==> config.mk <==
export PLATFORM = sky130hd
export DESIGN_NAME = ccip_c0_rd_arbiter
export DESIGN_NICKNAME = d
export VERILOG_FILES = /design/src/rtl/ccip_c0_rd_arbiter.sv
export SDC_FILE = /design/constraint.sdc
export NUM_CORES = 1
export LEC_CHECK = 0
export CAP_MARGIN = 5
export CORE_AREA = 2 2 512 514
export DETAILED_ROUTE_END_ITERATION = 8
export DIE_AREA = 0 0 514 516
export GPL_TIMING_DRIVEN = 0
export PLACE_DENSITY = 0.34
export SLEW_MARGIN = 0
export SYNTH_ARGS = -nofsm -noshare
export SYNTH_HDL_FRONTEND = slang
export SYNTH_SLANG_ARGS = --single-unit
==> constraint.sdc <==
create_clock -name pClk -period 8.2 [get_ports pClk]
set_input_delay 0.82 -clock pClk [delete_from_list [all_inputs] [get_ports pClk]]
set_output_delay 0.82 -clock pClk [all_outputs]
set_load 0.01 [all_outputs]
==> src/rtl/ccip_c0_rd_arbiter.sv <==
// Round-robin arbiter sharing the CCI-P C0 read-request channel among NUM_REQ requesters.
// Tags requests with the requester id in mdata, routes responses back and drains on request.
module ccip_c0_rd_arbiter #(
    parameter int NUM_REQ = 4,
    parameter int ADDR_W  = 42,
    parameter int TAG_W   = 8,
    parameter int MAX_OUT = 32
) (
    input  logic                      pClk,
    input  logic                      pck_cp2af_softReset_n,
    input  logic [NUM_REQ-1:0]        req_valid,
    input  logic [NUM_REQ*ADDR_W-1:0] req_addr,
    input  logic [NUM_REQ*TAG_W-1:0]  req_tag,
    output logic [NUM_REQ-1:0]        req_ready,
    output logic                      c0tx_valid,
    output logic [ADDR_W-1:0]         c0tx_addr,
    output logic [15:0]               c0tx_mdata,
    input  logic                      c0TxAlmFull,
    input  logic                      c0rx_rspValid,
    input  logic [15:0]               c0rx_mdata,
    input  logic [511:0]              c0rx_data,
    output logic [NUM_REQ-1:0]        rsp_valid,
    output logic [TAG_W-1:0]          rsp_tag,
    output logic [511:0]              rsp_data,
    input  logic                      drain_req,
    output logic                      drain_done,
    output logic                      err_bad_rsp
);

    localparam int CNT_W = $clog2(MAX_OUT + 1);
    localparam int PTR_W = (NUM_REQ > 1) ? $clog2(NUM_REQ) : 1;

    typedef enum logic [1:0] {
        ST_RUN,
        ST_DRAIN,
        ST_IDLE
    } state_e;

    state_e              state_q, state_d;
    logic [PTR_W-1:0]    ptr_q, ptr_d;
    logic [CNT_W-1:0]    cnt_q [NUM_REQ];
    logic [CNT_W-1:0]    cnt_d [NUM_REQ];

    logic                c0tx_valid_q, c0tx_valid_d;
    logic [ADDR_W-1:0]   c0tx_addr_q, c0tx_addr_d;
    logic [15:0]         c0tx_mdata_q, c0tx_mdata_d;
    logic [NUM_REQ-1:0]  rsp_valid_q, rsp_valid_d;
    logic [TAG_W-1:0]    rsp_tag_q, rsp_tag_d;
    logic [511:0]        rsp_data_q, rsp_data_d;
    logic                drain_done_q, drain_done_d;
    logic                err_q, err_d;

    logic                run_ok;
    logic [NUM_REQ-1:0]  eligible;
    logic [NUM_REQ-1:0]  grant;
    logic                grant_any;
    logic [PTR_W-1:0]    grant_id;

    logic [3:0]          rsp_id;
    logic [PTR_W-1:0]    rsp_idx;
    logic                rsp_id_ok;
    logic                rsp_hit;
    logic                rsp_bad;
    logic                all_zero;
    logic                unused_mdata;

    assign unused_mdata = ^c0rx_mdata;

    // Grants are held off during reset so req_ready reads 0 while softReset_n is low.
    assign run_ok = pck_cp2af_softReset_n && (state_q == ST_RUN) && !drain_req && !c0TxAlmFull;

    always_comb begin
        eligible = '0;
        for (int i = 0; i < NUM_REQ; i++) begin
            eligible[i] = run_ok && req_valid[i] && (cnt_q[i] < CNT_W'(MAX_OUT));
        end
    end

    always_comb begin
        grant     = '0;
        grant_any = 1'b0;
        grant_id  = '0;
        for (int k = 0; k < NUM_REQ; k++) begin
            if (!grant_any && eligible[(int'(ptr_q) + k) % NUM_REQ]) begin
                grant_any = 1'b1;
                grant_id  = PTR_W'((int'(ptr_q) + k) % NUM_REQ);
            end
        end
        if (grant_any) begin
            grant[grant_id] = 1'b1;
        end
    end

    assign req_ready = grant;
    assign ptr_d     = grant_any ? PTR_W'((int'(grant_id) + 1) % NUM_REQ) : ptr_q;

    always_comb begin
        c0tx_valid_d = grant_any;
        c0tx_addr_d  = c0tx_addr_q;
        c0tx_mdata_d = c0tx_mdata_q;
        if (grant_any) begin
            c0tx_addr_d              = req_addr[grant_id*ADDR_W +: ADDR_W];
            c0tx_mdata_d             = '0;
            c0tx_mdata_d[15:12]      = 4'(grant_id);
            c0tx_mdata_d[TAG_W-1:0]  = req_tag[grant_id*TAG_W +: TAG_W];
        end
    end

    // A response is only accepted against a live outstanding count; anything else is flagged.
    assign rsp_id    = c0rx_mdata[15:12];
    assign rsp_idx   = PTR_W'(rsp_id);
    assign rsp_id_ok = int'(rsp_id) < NUM_REQ;
    assign rsp_hit   = c0rx_rspValid && rsp_id_ok && (cnt_q[rsp_idx] != '0);
    assign rsp_bad   = c0rx_rspValid && !rsp_hit;

    always_comb begin
        rsp_valid_d = '0;
        rsp_tag_d   = rsp_tag_q;
        rsp_data_d  = rsp_data_q;
        err_d       = err_q | rsp_bad;
        if (rsp_hit) begin
            rsp_valid_d[rsp_idx] = 1'b1;
            rsp_tag_d            = c0rx_mdata[TAG_W-1:0];
            rsp_data_d           = c0rx_data;
        end
    end

    always_comb begin
        for (int i = 0; i < NUM_REQ; i++) begin
            cnt_d[i] = cnt_q[i];
            if (grant[i] && !(rsp_hit && (rsp_idx == PTR_W'(i)))) begin
                cnt_d[i] = cnt_q[i] + 1'b1;
            end else if (!grant[i] && rsp_hit && (rsp_idx == PTR_W'(i))) begin
                cnt_d[i] = cnt_q[i] - 1'b1;
            end
        end
    end

    always_comb begin
        all_zero = 1'b1;
        for (int i = 0; i < NUM_REQ; i++) begin
            if (cnt_q[i] != '0) begin
                all_zero = 1'b0;
            end
        end
    end

    always_comb begin
        state_d = state_q;
        case (state_q)
            ST_RUN:   if (drain_req)                     state_d = ST_DRAIN;
            ST_DRAIN: if (all_zero && !c0tx_valid_q)     state_d = ST_IDLE;
            ST_IDLE:  if (!drain_req)                    state_d = ST_RUN;
            default:                                     state_d = ST_RUN;
        endcase
        drain_done_d = (state_d == ST_IDLE);
    end

    always_ff @(posedge pClk) begin
        if (!pck_cp2af_softReset_n) begin
            state_q      <= ST_RUN;
            ptr_q        <= '0;
            for (int i = 0; i < NUM_REQ; i++) begin
                cnt_q[i] <= '0;
            end
            c0tx_valid_q <= 1'b0;
            c0tx_addr_q  <= '0;
            c0tx_mdata_q <= '0;
            rsp_valid_q  <= '0;
            rsp_tag_q    <= '0;
            rsp_data_q   <= '0;
            drain_done_q <= 1'b0;
            err_q        <= 1'b0;
        end else begin
            state_q      <= state_d;
            ptr_q        <= ptr_d;
            for (int i = 0; i < NUM_REQ; i++) begin
                cnt_q[i] <= cnt_d[i];
            end
            c0tx_valid_q <= c0tx_valid_d;
            c0tx_addr_q  <= c0tx_addr_d;
            c0tx_mdata_q <= c0tx_mdata_d;
            rsp_valid_q  <= rsp_valid_d;
            rsp_tag_q    <= rsp_tag_d;
            rsp_data_q   <= rsp_data_d;
            drain_done_q <= drain_done_d;
            err_q        <= err_d;
        end
    end

    assign c0tx_valid  = c0tx_valid_q;
    assign c0tx_addr   = c0tx_addr_q;
    assign c0tx_mdata  = c0tx_mdata_q;
    assign rsp_valid   = rsp_valid_q;
    assign rsp_tag     = rsp_tag_q;
    assign rsp_data    = rsp_data_q;
    assign drain_done  = drain_done_q;
    assign err_bad_rsp = err_q;

endmodule

==> summary by stage <==
Status
The flow ran to the end, and the final reports show no timing, DRC or antenna violations.

Drt
The detailed-route via count is 26200. The average vias per placed instance is 3.37. After detailed routing, the average wire length per cell comes to 25.0 um. The number of detailed-routing iterations run before antenna repair is 5. The post-detailed-route DRC marker count is 0. The total wire length is 194 mm. The detailed router finished its first iteration with 1263 violations. The final antenna-violating net count is 0.

Clock network
The tree is rooted in a sky130_fd_sc_hd__clkbuf_16. The quantity of hold-fixing buffers added after cts is 0. The number of clock buffers added by TritonCTS is 85. For the worst-skew pair, the clock arrives at the later sink with an insertion delay of 0.75 ns. In this run, post-CTS repair resized a total of 0 instances. The number of clock sinks is 607. The number of H-tree levels is 3. The number of buffers added for setup after CTS is 0.

The TritonCTS clock tree is yes. The maximum number of buffers from clock root to sink is 3. The clock-pin slew on the worst setup and hold paths is 0.06 ns.

Hold path
The worst hold path was traced through 2 stages. In this run the most critical hold path is launched from rsp_data[367]. The worst hold path terminates at rsp_data[367]. The worst hold path belongs to the class flop to flop.

Power and ir drop
The worst-case IR drop observed on VDD is 0.000154 V. In this run the power spent charging and discharging nets is 2180 uW. The internal power contribution is 5950 uW. Net switching is 26.8% of the power. The sequential cell fraction of total power is 37.7%. Per report_power, the clock group accounts for 49.9% of the total. Of the total power, combinational logic draws 12.4%.

The power per unit of standard cell area is 185 nW/um^2. Summed over all cells, the static leakage comes to 0.0142 uW.

Synth
The count of unique library cells instantiated by Yosys is 51. The sequential fraction of the synthesis area is 52.0%. The synthesized netlist occupies a cell area of 23400 sq um. The fraction of synthesized cell area taken by the top area cell type is 52.0%. After synthesis, the cell types taking the most area are sky130_fd_sc_hd__dfxtp_1, sky130_fd_sc_hd__nand2_1, sky130_fd_sc_hd__a21oi_1.

The number of synthesized register bits is 607. The synthesis warning total is 0. Yosys mapped a number of flops with a built-in enable equal to 0. Counting flops with an async set or reset pin after synthesis yields a share of 0%.

The average footprint of a synthesized cell is 8.16 sq um. The library cell occupying the most area in the post-synthesis netlist is sky130_fd_sc_hd__dfxtp_1. The most used flip-flop cell after synthesis is sky130_fd_sc_hd__dfxtp_1. The synthesized netlist cell count is 2865.

Timing
The count of pins over their slew limit is 0. At the pin with the least slew margin, the transition time is 1.25 ns. The worst path uses 54.8% of the clock period. Clock skew on the completed layout was measured at 0.0658 ns. The final critical path time including I/O delays and setup is 4.49 ns.

Setup repair after global routing left no endpoint under its margin. The worst max-slew margin expressed relative to the limit is 16.5%. The number of setup violations in the final report is 0. Setup total negative slack on the finished layout was measured at 0 ns. The hold violation count in the final report came to 0. Timing would allow up to 0.223 GHz. On the final layout, the worst hold slack is 0.451 ns.

Worst setup path
STA puts the critical path data required time at 7.38 ns. The type of destination of the critical path is a primary output. The kind of launch point of the worst setup path is a primary input. Of all nets on the critical path, the largest fanout is 10. The critical-path cell with the highest stage delay is sky130_fd_sc_hd__clkdlybuf4s50_1. The launching instance or port of the critical path is drain_req.

The number of buffers and inverters on the critical path is 4. Traced cell by cell, the critical path runs through clkdlybuf4s50_1 > or3_1 > a211oi_1 > o221a_1 > buf_2 > buf_2 > nor3_1 > clkdlybuf4s50_1. The length in cells of the worst reg-to-reg path is 13. The worst stage delay on the critical path is 0.56 ns.

In this run the register-to-register setup slack is 4.31 ns. The capture point of the worst reg-to-reg path is cnt_q[2][5]. The startpoint identified for the worst register-to-register timing path is ptr_q[0]. Among cell families on the critical path, the largest total delay comes from buffers and inverters.

The endpoint arrival time on the critical path is 3.67 ns. The setup path with the least slack is of type primary input to primary output.

Layout
The most frequent standard cell in the layout excluding fill and tap cells is sky130_fd_sc_hd__clkdlybuf4s50_1. The area growth from synthesis to layout is 88.1%. The number of nets in the finished design is 5031. The final-layout fill cell count is 29300. Cells with a size suffix above 1 make up 7.48% of the layout. The post-route cell area is 43900 sq um. In the layout the commonest cells are sky130_fd_sc_hd__clkdlybuf4s50_1, sky130_fd_sc_hd__nand2_1, sky130_fd_sc_hd__dfxtp_1.

Placement
Buffers placed on the I/O ports in this run total 1315. The last weighted congestion value of the routability-driven placer is 0.870. Once placement finished, the instance area stood at 40900 sq um. Summed over all nets, the half-perimeter wirelength after detailed placement is 165 mm.

GRT
The pin count of the biggest net entering global routing is 15. The initial antenna violation count is 57. Global routing consumed, on the met1 layer, 15.6% of the routing resources.

The most utilized layer in the global route result is met2. The global routing usage on met2 is 24.0%. The global-route congestion overflow total is 0.

The number of global-route vias before repair is 26500. Across every metal layer, demand over resource in global routing totals 14.0%. The first global-routing pass estimated 250 mm of wire. For this run, global-route usage on met3 was measured as 6.10%.

Floorplanning
Once the floorplan was initialized, standard cells occupied 9.01% of the core. The floorplan has 187 rows. The height of the die is 516 um. In this run the count of I/O pins placed on the die edge is 1326. The full die area is 265000 sq um. Measured along the x axis, the die boundary spans 514 um.

The core region is 259000 sq um.

Job
The count of max-cap constraint violations is 0.
metal layers:
layer,vias up,share of wire [%]
li1,12300,-
met5,-,0.059
met1,12400,39
met2,1170,48
met4,20,3.2
met3,225,10
flip-flops by register name, indices dropped and copies added, names as in the netlist:
signal,count
rsp_data,512
c0tx_addr,42
cnt_q,24
c0tx_mdata,10
rsp_tag,8
rsp_valid,4
ptr_q,2
state_q,2
c0tx_valid,1
drain_done,1
err_bad_rsp,1
how the worst max path moves through the flow:
stage	end	slack, ns	depth (start not counted)
CTS	req_ready[0]	3.71	8
detailed placement	rsp_data[386]	3.07	8
floorplan	cnt_q[3][5]	4.63	12
finish	req_ready[0]	3.71	8
global route	req_ready[0]	3.56	8
global placement	rsp_data[160]	2.02	8
worst reg2reg max path, stage by stage (launching register included):
cell and delay, ns:
sky130_fd_sc_hd__dfxtp_1 0.38, sky130_fd_sc_hd__nor3b_1 0.30, sky130_fd_sc_hd__a311oi_1 0.12, sky130_fd_sc_hd__o221ai_2 0.73, sky130_fd_sc_hd__and3_1 0.27, sky130_fd_sc_hd__clkbuf_1 0.26
sky130_fd_sc_hd__inv_1 0.19, sky130_fd_sc_hd__ha_1 0.31, sky130_fd_sc_hd__a21o_1 0.17, sky130_fd_sc_hd__a21oi_1 0.24, sky130_fd_sc_hd__o21bai_1 0.10, sky130_fd_sc_hd__a21oi_1 0.24
sky130_fd_sc_hd__mux2i_1 0.31, sky130_fd_sc_hd__mux2i_1 0.20
cells by family after synthesis:
group / after synthesis / share of synthesized area [%]
multiplexers: 173 / 7.73
other: 1 / 0.0160
XOR/XNOR: 12 / 0.450
adder cells (fa/ha/maj): 20 / 1.20
AO/OA/AOI/OAI: 618 / 13.6
AND/OR/NAND/NOR: 1203 / 20.3
flip-flops: 607 / 52.0
buffers and inverters: 231 / 4.66
cell type report:
type | instances | area (sq um) | area share [%]
diodes | 25 | 62.6 | 0.142
plain buffers | 221 | 1060 | 2.40
clock buffers | 129 | 2530 | 5.76
clock inverters | 28 | 500 | 1.14
inverters | 10 | 37.5 | 0.0854
multi-input cells | 2032 | 10100 | 23.1
flip-flops and latches | 607 | 12200 | 27.7
well taps | 3402 | 4260 | 9.69
repair buffers | 1317 | 13200 | 30.0
power groups by stage:
stage	clock [uW]	sequential (uW)	combinational, uW
finish	4060	3070	1010
global route	4330	3070	1080
detailed placement	0	3130	1030
CTS	4230	3070	1040
global placement	0	3130	1030
floorplan	0	3150	261
cell usage after synthesis, types with 4 or more instances:
master and count:
sky130_fd_sc_hd__a21o_1 4, sky130_fd_sc_hd__nand3_1 51, sky130_fd_sc_hd__ha_1 16, sky130_fd_sc_hd__inv_1 9
sky130_fd_sc_hd__and2_1 4, sky130_fd_sc_hd__nor3_1 6, sky130_fd_sc_hd__buf_2 102, sky130_fd_sc_hd__mux2i_1 122
sky130_fd_sc_hd__buf_6 7, sky130_fd_sc_hd__nand2b_1 10, sky130_fd_sc_hd__o21ai_0 6, sky130_fd_sc_hd__nand2_1 1077
sky130_fd_sc_hd__dfxtp_1 607, sky130_fd_sc_hd__buf_4 11, sky130_fd_sc_hd__nor4_1 5, sky130_fd_sc_hd__o21ai_1 52
sky130_fd_sc_hd__clkbuf_1 101, sky130_fd_sc_hd__nor3b_1 6, sky130_fd_sc_hd__xnor2_1 11, sky130_fd_sc_hd__mux2_2 50
sky130_fd_sc_hd__nor2_1 22, sky130_fd_sc_hd__nor2b_1 4, sky130_fd_sc_hd__a21oi_1 537, sky130_fd_sc_hd__fa_1 4
sky130_fd_sc_hd__o21bai_1 4
stage by stage:
stage | power (uW) | utilization (%) | instances | worst slack [ns]
after floorplan | 3410 | - | 2870 | 4.63
after global placement | 4160 | 15.7 | 7587 | 2.02
after detailed placement | 4160 | 15.8 | 7589 | 3.07
after CTS | 8330 | 16.9 | 7746 | 3.71
after global routing | 8480 | 16.9 | 7751 | 3.56
final | 8140 | 17.0 | 7771 | 3.71
No activity file was read; power rests on OpenSTA's default activity.
